<file path="src/rtl/vert_timing.sv">
// Vertical timing for 640x480@60 VGA: line counter, phase FSM, VS, blanking and pixel coordinates.
// Optional frame counter built when VERT_TIMING_FRAME_CNT_EN is defined.
module vert_timing #(
    parameter int unsigned V_SYNC      = 2,
    parameter int unsigned V_BP        = 33,
    parameter int unsigned V_ACTIVE    = 480,
    parameter int unsigned V_FP        = 10,
    parameter int unsigned H_ACT_START = 144,
    parameter int unsigned H_ACTIVE    = 640,
    parameter logic        VS_POL      = 1'b1
) (
    input  logic        clk25M,
    input  logic        rst_n,
    input  logic        termcount,
    input  logic [9:0]  hcount,
    output logic        VS,
    output logic [9:0]  vcount,
    output logic        video_on,
    output logic [9:0]  pixel_x,
    output logic [8:0]  pixel_y,
    output logic        frame_start,
    output logic [15:0] frame_cnt
);

    localparam logic [9:0] LAST_SYNC = 10'(V_SYNC - 1);
    localparam logic [9:0] LAST_BP   = 10'(V_SYNC + V_BP - 1);
    localparam logic [9:0] ACT_LINE0 = 10'(V_SYNC + V_BP);
    localparam logic [9:0] LAST_ACT  = 10'(V_SYNC + V_BP + V_ACTIVE - 1);
    localparam logic [9:0] LAST_LINE = 10'(V_SYNC + V_BP + V_ACTIVE + V_FP - 1);
    localparam logic [9:0] H_START   = 10'(H_ACT_START);
    localparam logic [9:0] H_END     = 10'(H_ACT_START + H_ACTIVE);

    localparam logic [1:0] PH_SYNC   = 2'd0;
    localparam logic [1:0] PH_BP     = 2'd1;
    localparam logic [1:0] PH_ACTIVE = 2'd2;
    localparam logic [1:0] PH_FP     = 2'd3;

    logic [9:0] vcount_q, vcount_d;
    logic [1:0] phase_q, phase_d;
    logic       term_q;
    logic       vs_q, vs_d;
    logic       frame_start_q;
    logic       line_adv;
    logic       wrap;

    // Rising edge of termcount so a stretched pulse advances only one line
    assign line_adv = termcount & ~term_q;
    assign wrap     = line_adv && (vcount_q == LAST_LINE);

    always_comb begin
        vcount_d = vcount_q;
        phase_d  = phase_q;
        if (line_adv) begin
            vcount_d = wrap ? 10'd0 : vcount_q + 10'd1;
            case (phase_q)
                PH_SYNC:   if (vcount_q == LAST_SYNC) phase_d = PH_BP;
                PH_BP:     if (vcount_q == LAST_BP)   phase_d = PH_ACTIVE;
                PH_ACTIVE: if (vcount_q == LAST_ACT)  phase_d = PH_FP;
                PH_FP:     if (wrap)                  phase_d = PH_SYNC;
                default: begin
                    phase_d  = PH_SYNC;
                    vcount_d = 10'd0;
                end
            endcase
        end
        vs_d = (phase_d == PH_SYNC) ? VS_POL : ~VS_POL;
    end

    always_ff @(posedge clk25M or negedge rst_n) begin
        if (!rst_n) begin
            vcount_q      <= 10'd0;
            phase_q       <= PH_SYNC;
            term_q        <= 1'b0;
            vs_q          <= VS_POL;
            frame_start_q <= 1'b0;
        end else begin
            vcount_q      <= vcount_d;
            phase_q       <= phase_d;
            term_q        <= termcount;
            vs_q          <= vs_d;
            frame_start_q <= wrap;
        end
    end

`ifdef VERT_TIMING_FRAME_CNT_EN
    logic [15:0] frame_cnt_q;

    always_ff @(posedge clk25M or negedge rst_n) begin
        if (!rst_n) begin
            frame_cnt_q <= 16'h0000;
        end else if (wrap) begin
            frame_cnt_q <= frame_cnt_q + 16'h0001;
        end
    end

    assign frame_cnt = frame_cnt_q;
`else
    assign frame_cnt = 16'h0000;
`endif

    assign vcount      = vcount_q;
    assign VS          = vs_q;
    assign frame_start = frame_start_q;

    assign video_on = (phase_q == PH_ACTIVE) && (hcount >= H_START) && (hcount < H_END);
    assign pixel_x  = video_on ? (hcount - H_START) : 10'd0;
    assign pixel_y  = video_on ? 9'(vcount_q - ACT_LINE0) : 9'd0;

endmodule

</file>
<file path="config.mk">
export PLATFORM = sky130hd
export DESIGN_NAME = vert_timing
export DESIGN_NICKNAME = d
export VERILOG_FILES = /design/src/rtl/vert_timing.sv
export SDC_FILE = /design/constraint.sdc
export NUM_CORES = 1
export LEC_CHECK = 0
export CAP_MARGIN = 20
export CORE_ASPECT_RATIO = 1.5
export CORE_MARGIN = 2
export CORE_UTILIZATION = 46
export CTS_BUF_LIST = sky130_fd_sc_hd__clkbuf_4 sky130_fd_sc_hd__clkbuf_8
export CTS_CLUSTER_DIAMETER = 120
export CTS_CLUSTER_SIZE = 8
export DETAILED_ROUTE_END_ITERATION = 16
export GPL_ROUTABILITY_DRIVEN = 0
export GPL_TIMING_DRIVEN = 0
export PLACE_DENSITY = 0.88
export SYNTH_ARGS = -nofsm -noshare
export SYNTH_HDL_FRONTEND = slang
export SYNTH_SLANG_ARGS = --single-unit
</file>
<file path="constraint.sdc">
create_clock -name clk25M -period 6.7 [get_ports clk25M]
set_input_delay 2.01 -clock clk25M [delete_from_list [all_inputs] [get_ports clk25M]]
set_output_delay 2.01 -clock clk25M [all_outputs]
set_load 0.03 [all_outputs]
</file>
; After elaboration in Yosys (flattened, before gate mapping)
; Cells that the tools add are included.
; Widths: inputs -> output; s select.
[totals]
reg_bits = 15
inputBits = 13
output_inout_bits = 48
word_cells = 34
[classes]
n_addsub = 3
order_cmp = 2
eq_ne = 7
mux = 10
bitwise = 2
n_reduce_logical = 5
[op_table]
columns = cell, count
row1 = $eq 10x10->1 const B, 2
row2 = $mux 10, 2
row3 = $add 10x1->10 const B, 1
row4 = $eq 10x1->1 const B, 1
row5 = $eq 10x6->1 const B, 1
row6 = $ge 10x8->1 const B, 1
row7 = $lt 10x10->1 const B, 1
row8 = $mux 2, 5
row9 = $sub 10x8->10 const B, 1
row10 = $mux 9, 1
row11 = $sub 9x6->9 const B, 1
row12 = $pmux 2 s4, 1
row13 = $eq 2x2->1 const B, 2
row14 = $logic_not 2->1, 2
row15 = $logic_and 1x1->1, 3
row16 = $eq 2x1->1 const B, 1
row17 = $and 1x1->1, 1
row18 = $mux 1, 1
row19 = $not 1->1, 1

; Depth between registers and ports, before layout
[depth]
ltp_word = 8
mapped_depth = 7
ltp_nobuf = 7

; Worst setup path before layout
; No wires, ideal clock.
[synth_timing]
path_kind = input port to output port
startpoint = in hcount[5]
endpoint = out pixel_x[7]
t_arrival_ps = 3553
required_time_ps = 4690
path_slack_ps = 1137
path_stages = 6
cell_sequence = inv_1 -> ha_1 -> nand2b_1 -> o211a_1 -> a211o_1 -> nor3_1
[synth_via]
elab_chain_len = 4
word_cells_on_any_way = 6
cone_classes = add/sub (1) / order compare (2) / mux (1) / reduce/logical (2)
[synth_rtl]
columns = item, line_no
row1 = from (decl), 15  ; input logic [9:0] hcount,
row2 = $ge 10x8->1, 105  ; assign video_on = (phase_q == PH_ACTIVE) && (hcount >= H_START) && (hcount < H_END);
row3 = $logic_and 1x1->1 (2 in series), 105
row4 = $mux 10 (*), 106  ; assign pixel_x = video_on ? (hcount - H_START) : 10'd0;
row5 = to (decl), 19  ; output logic [9:0] pixel_x,
; Mark *: on every way between the ends. The rest lies on a longest branch, timed or not.

; Worst setup path in the final report
[layout_timing]
startpoint = in hcount[4]
endpoint = out pixel_y[7]
[layout_via]
elab_chain_len = 4
word_cells_on_any_way = 5
cone_classes = order compare (2) / mux (1) / reduce/logical (2)
[layout_rtl]
columns = item, line_no
row1 = $ge 10x8->1, 105
row2 = $logic_and 1x1->1, 105
row3 = $logic_and 1x1->1 (*), 105
row4 = $mux 9 (*), 107  ; assign pixel_y = video_on ? 9'(vcount_q - ACT_LINE0) : 9'd0;
row5 = to (decl), 20  ; output logic [8:0] pixel_y,
; Marked as above.

==> qor_table.md <==
| Metric | This run |
|:---|:---|
| Port-buffer cells | 44 |
| CTS Buf Count | 3 |
| Cell with the most instances after synthesis | nor2_1 |
| Final critical-path share of the clock period | 97.2% |
| Total global routing track utilization | 20.1% |
| Worst-margin pin slew | 0.680 ns |
| Root buffer selected by CTS | clkbuf_8 |
| Dominant cell type by area after synthesis | dfrtp_1 |
| Gate Count Post-Synth | 147 |
| Clock-pin slew of the registers on the worst-case setup and hold paths | 0.06 ns |
| Vias in the first global route | 1162 |
| Worst Path Class, Setup | in -> out |
| Total inserted antenna cells | 0 |
| Critical path arrival | 4.50 ns |
| Number of setup buffers added after CTS | 0 |
| Number of resized instances in the post-cts repair step | 0 |
| Tightest Hold Check Type | reg -> reg |
| Largest driver fanout on the critical path | 10 |
| Number of hold buffers added after cts | 0 |
| Clock Sink Count | 15 |
| Cell area power density | 225 nW/µm² |
| Element type at the critical path end | output pin |
| Unrepaired setup endpoints after global routing | false |
| Filler instances | 220 |
| Synth Area per Inst | 8.94 µm² |
| Slack of the worst reg-to-reg path | 4.88 ns |
| Synth top cells by count | 17 x nor2_1, 16 x buf_4, 14 x dfrtp_1 |
| Post-DRT Antenna Nets | 0 |
| Warning count from the yosys run | 0 |
| Cell Rows | 23 |
| Clock skew after layout | 0.00234 ns |
| Core area | 2710 µm² |
| Portion of the post-synthesis area used by sequential elements | 28.7% |
| IO Count | 61 |
| Cells taking the most area after synthesis | dfrtp_1 27%, buf_4 9.1%, xnor2_1 7.3%, ha_1 5.7%, nor2_1 4.9% |
| Die span in x | 47.6 µm |
| Setup crit start kind | input pin |
| Post-synthesis cell type count | 46 |
| Clock tree from TritonCTS | yes |
| Largest net degree at the start of global routing | 16 |
| Die Span Y | 69.5 µm |
| Final setup TNS | 0 ns |
| Ys async rst share | 100% |
| Die area | 3310 µm² |
| Number of slew-limit violations in the final report | 0 |
| Fmax | 154 MHz |
| Total number of H-tree levels | 1 |
| Combined area of all synthesized cells | 1310 µm² |
| Share of final-layout standard cells stronger than drive strength 1 | 16.7% |
| Initial drt markers | 10 |
| Area share of the largest cell type after synthesis | 26.7% |
| First-pass iteration count of the detailed router | 4 |
| FF-to-FF End | vcount[0]$_DFFE_PN0N_ |
| Post-detailed-routing wire length | 3220 µm |
| Worst Hold Path Cells | 2 |
| Initial antenna violation count | 0 |
| Worst rel slew slack | 54.5% |
| Number of vias in the routed layout | 1223 |
| Register-to-Register Path Depth | 7 |
| Leakage | 0.870 nW |
| Clock latency of the later-clocked register in the worst-skew pair | 0.25 ns |
| Run status | completed |
| Hold Path End | vcount[9]$_DFFE_PN0N_ |
| Min-delay src | vcount[9]$_DFFE_PN0N_ |
| Starting Density | 48.6% |
| Post-detailed-route via-to-cell ratio | 4.95 |
| Clock tree buffer depth | 2 |
| Number of synthesized flops with an enable pin | 0 |
| Reg-to-Reg Start | vcount[0]$_DFFE_PN0N_ |
| Final count of negative-setup-slack endpoints | 0 |
| Top_reg_cell synth | dfrtp_1 |
| Post-layout nets | 230 |
| Remaining routing DRC violations | 0 |
| Max-cap violations | 0 |
| Wire length of the first global-routing pass | 5060 µm |
| Worst hold slack across all endpoints | 0.588 ns |
| Peak supply drop | 138 µV |
| Routed length per instance | 13.0 µm |
| HPWL reported at the end of detailed placement | 2550 µm |
| Syn-to-layout area delta | 44.9% |
| Required time of the critical path | 4.69 ns |
| Number of register bits inferred by synthesis | 15 |
| Fin crit period | 6.51 ns |
| Final Hold Fails | 0 |
| Final global-route overflow total | 0 |
[worst max path at each step]
stage | startpoint | slack, ns | to | cells after the start
2_1_floorplan | hcount[5] | 1.14 | pixel_x[7] | 6
3_3_place_gp | hcount[4] | 0.27 | pixel_y[6] | 9
3_5_place_dp | hcount[4] | 0.19 | pixel_y[3] | 9
4_1_cts | hcount[4] | 0.18 | pixel_y[3] | 9
5_1_grt | hcount[4] | 0.07 | pixel_y[3] | 9
6_report | hcount[4] | 0.19 | pixel_y[7] | 9
[layout make-up]
| type | instances | area (µm²) | share of cell area (%) |
|---|---|---|---|
| buffer | 25 | 198 | 10.4 |
| inverter | 6 | 22.5 | 1.18 |
| tap | 37 | 46.3 | 2.43 |
| clock buffer | 3 | 41.3 | 2.17 |
| multi-input combinational | 116 | 773 | 40.6 |
| timing repair buffer | 44 | 440 | 23.1 |
| sequential | 15 | 377 | 19.8 |
| clock inverter | 1 | 5.00 | 0.263 |
[cells in the final DEF, fill, tap and decap left out, drive strengths merged, types with 2 or more instances in the layout]
master / instances
and2b: 2
xor2: 5
inv: 6
clkbuf: 5
nor3: 5
nand2b: 4
and4b: 2
nor2: 17
buf: 23
ha: 6
and2: 5
conb: 16
clkdlybuf4s50: 44
nor4: 3
dfrtp: 14
a31oi: 3
nand4: 5
nand2: 5
xnor2: 11
and3: 2
a21oi: 6
[flip-flops by register name, indices dropped and copies added, names as in the netlist]
signal       flops
VS               1
vcount          10
frame_start      1
term_q           1
phase_q          2
[power breakdown]
group | switching [mW] | internal [mW] | total, mW
logic | 0.122 | 0.100 | 0.222
registers | 0.0212 | 0.110 | 0.131
clock network | 0.0335 | 0.0412 | 0.0747
total | 0.177 | 0.251 | 0.427
[metal layers]
layer | vias to the layer above | part of all wire, % | global-route usage (%)
met5 | - | 0 | 0
met4 | 0 | 1.1 | 5.41
met3 | 4 | 6.8 | 2.60
met2 | 46 | 55 | 39.8
met1 | 576 | 37 | 19.4
li1 | 597 | - | -
[worst max-delay path, cell delays in order]
cell	delay, ns
clkdlybuf4s50_1	0.55
inv_1	0.06
ha_1	0.21
nand2b_1	0.16
a211oi_1	0.11
a211o_1	0.39
buf_2	0.21
nor2_1	0.12
clkdlybuf4s50_1	0.68
[kinds of logic after synthesis]
family / after synthesis / synth area share [%]
simple gates: 58 / 25.3
buf+inv: 31 / 16.8
compound gates: 20 / 12.6
xor+xnor: 16 / 10.7
flops: 15 / 28.7
fa+ha+maj: 6 / 5.71
other cells: 1 / 0.285
[stage by stage]
stage                     total power [mW]  setup WS, ns  utilization [%]  instance area (µm²)  std cells
after floorplan                      0.287          1.14                -                 1370        162
after global placement               0.346         0.274             68.6                 1860        243
after detailed placement             0.354         0.190             68.6                 1860        243
after CTS                            0.428         0.175             70.4                 1900        247
after global routing                 0.450        0.0708             70.4                 1900        247
final                                0.427         0.190             70.4                 1900        247
(Power assumes the default switching activity.)
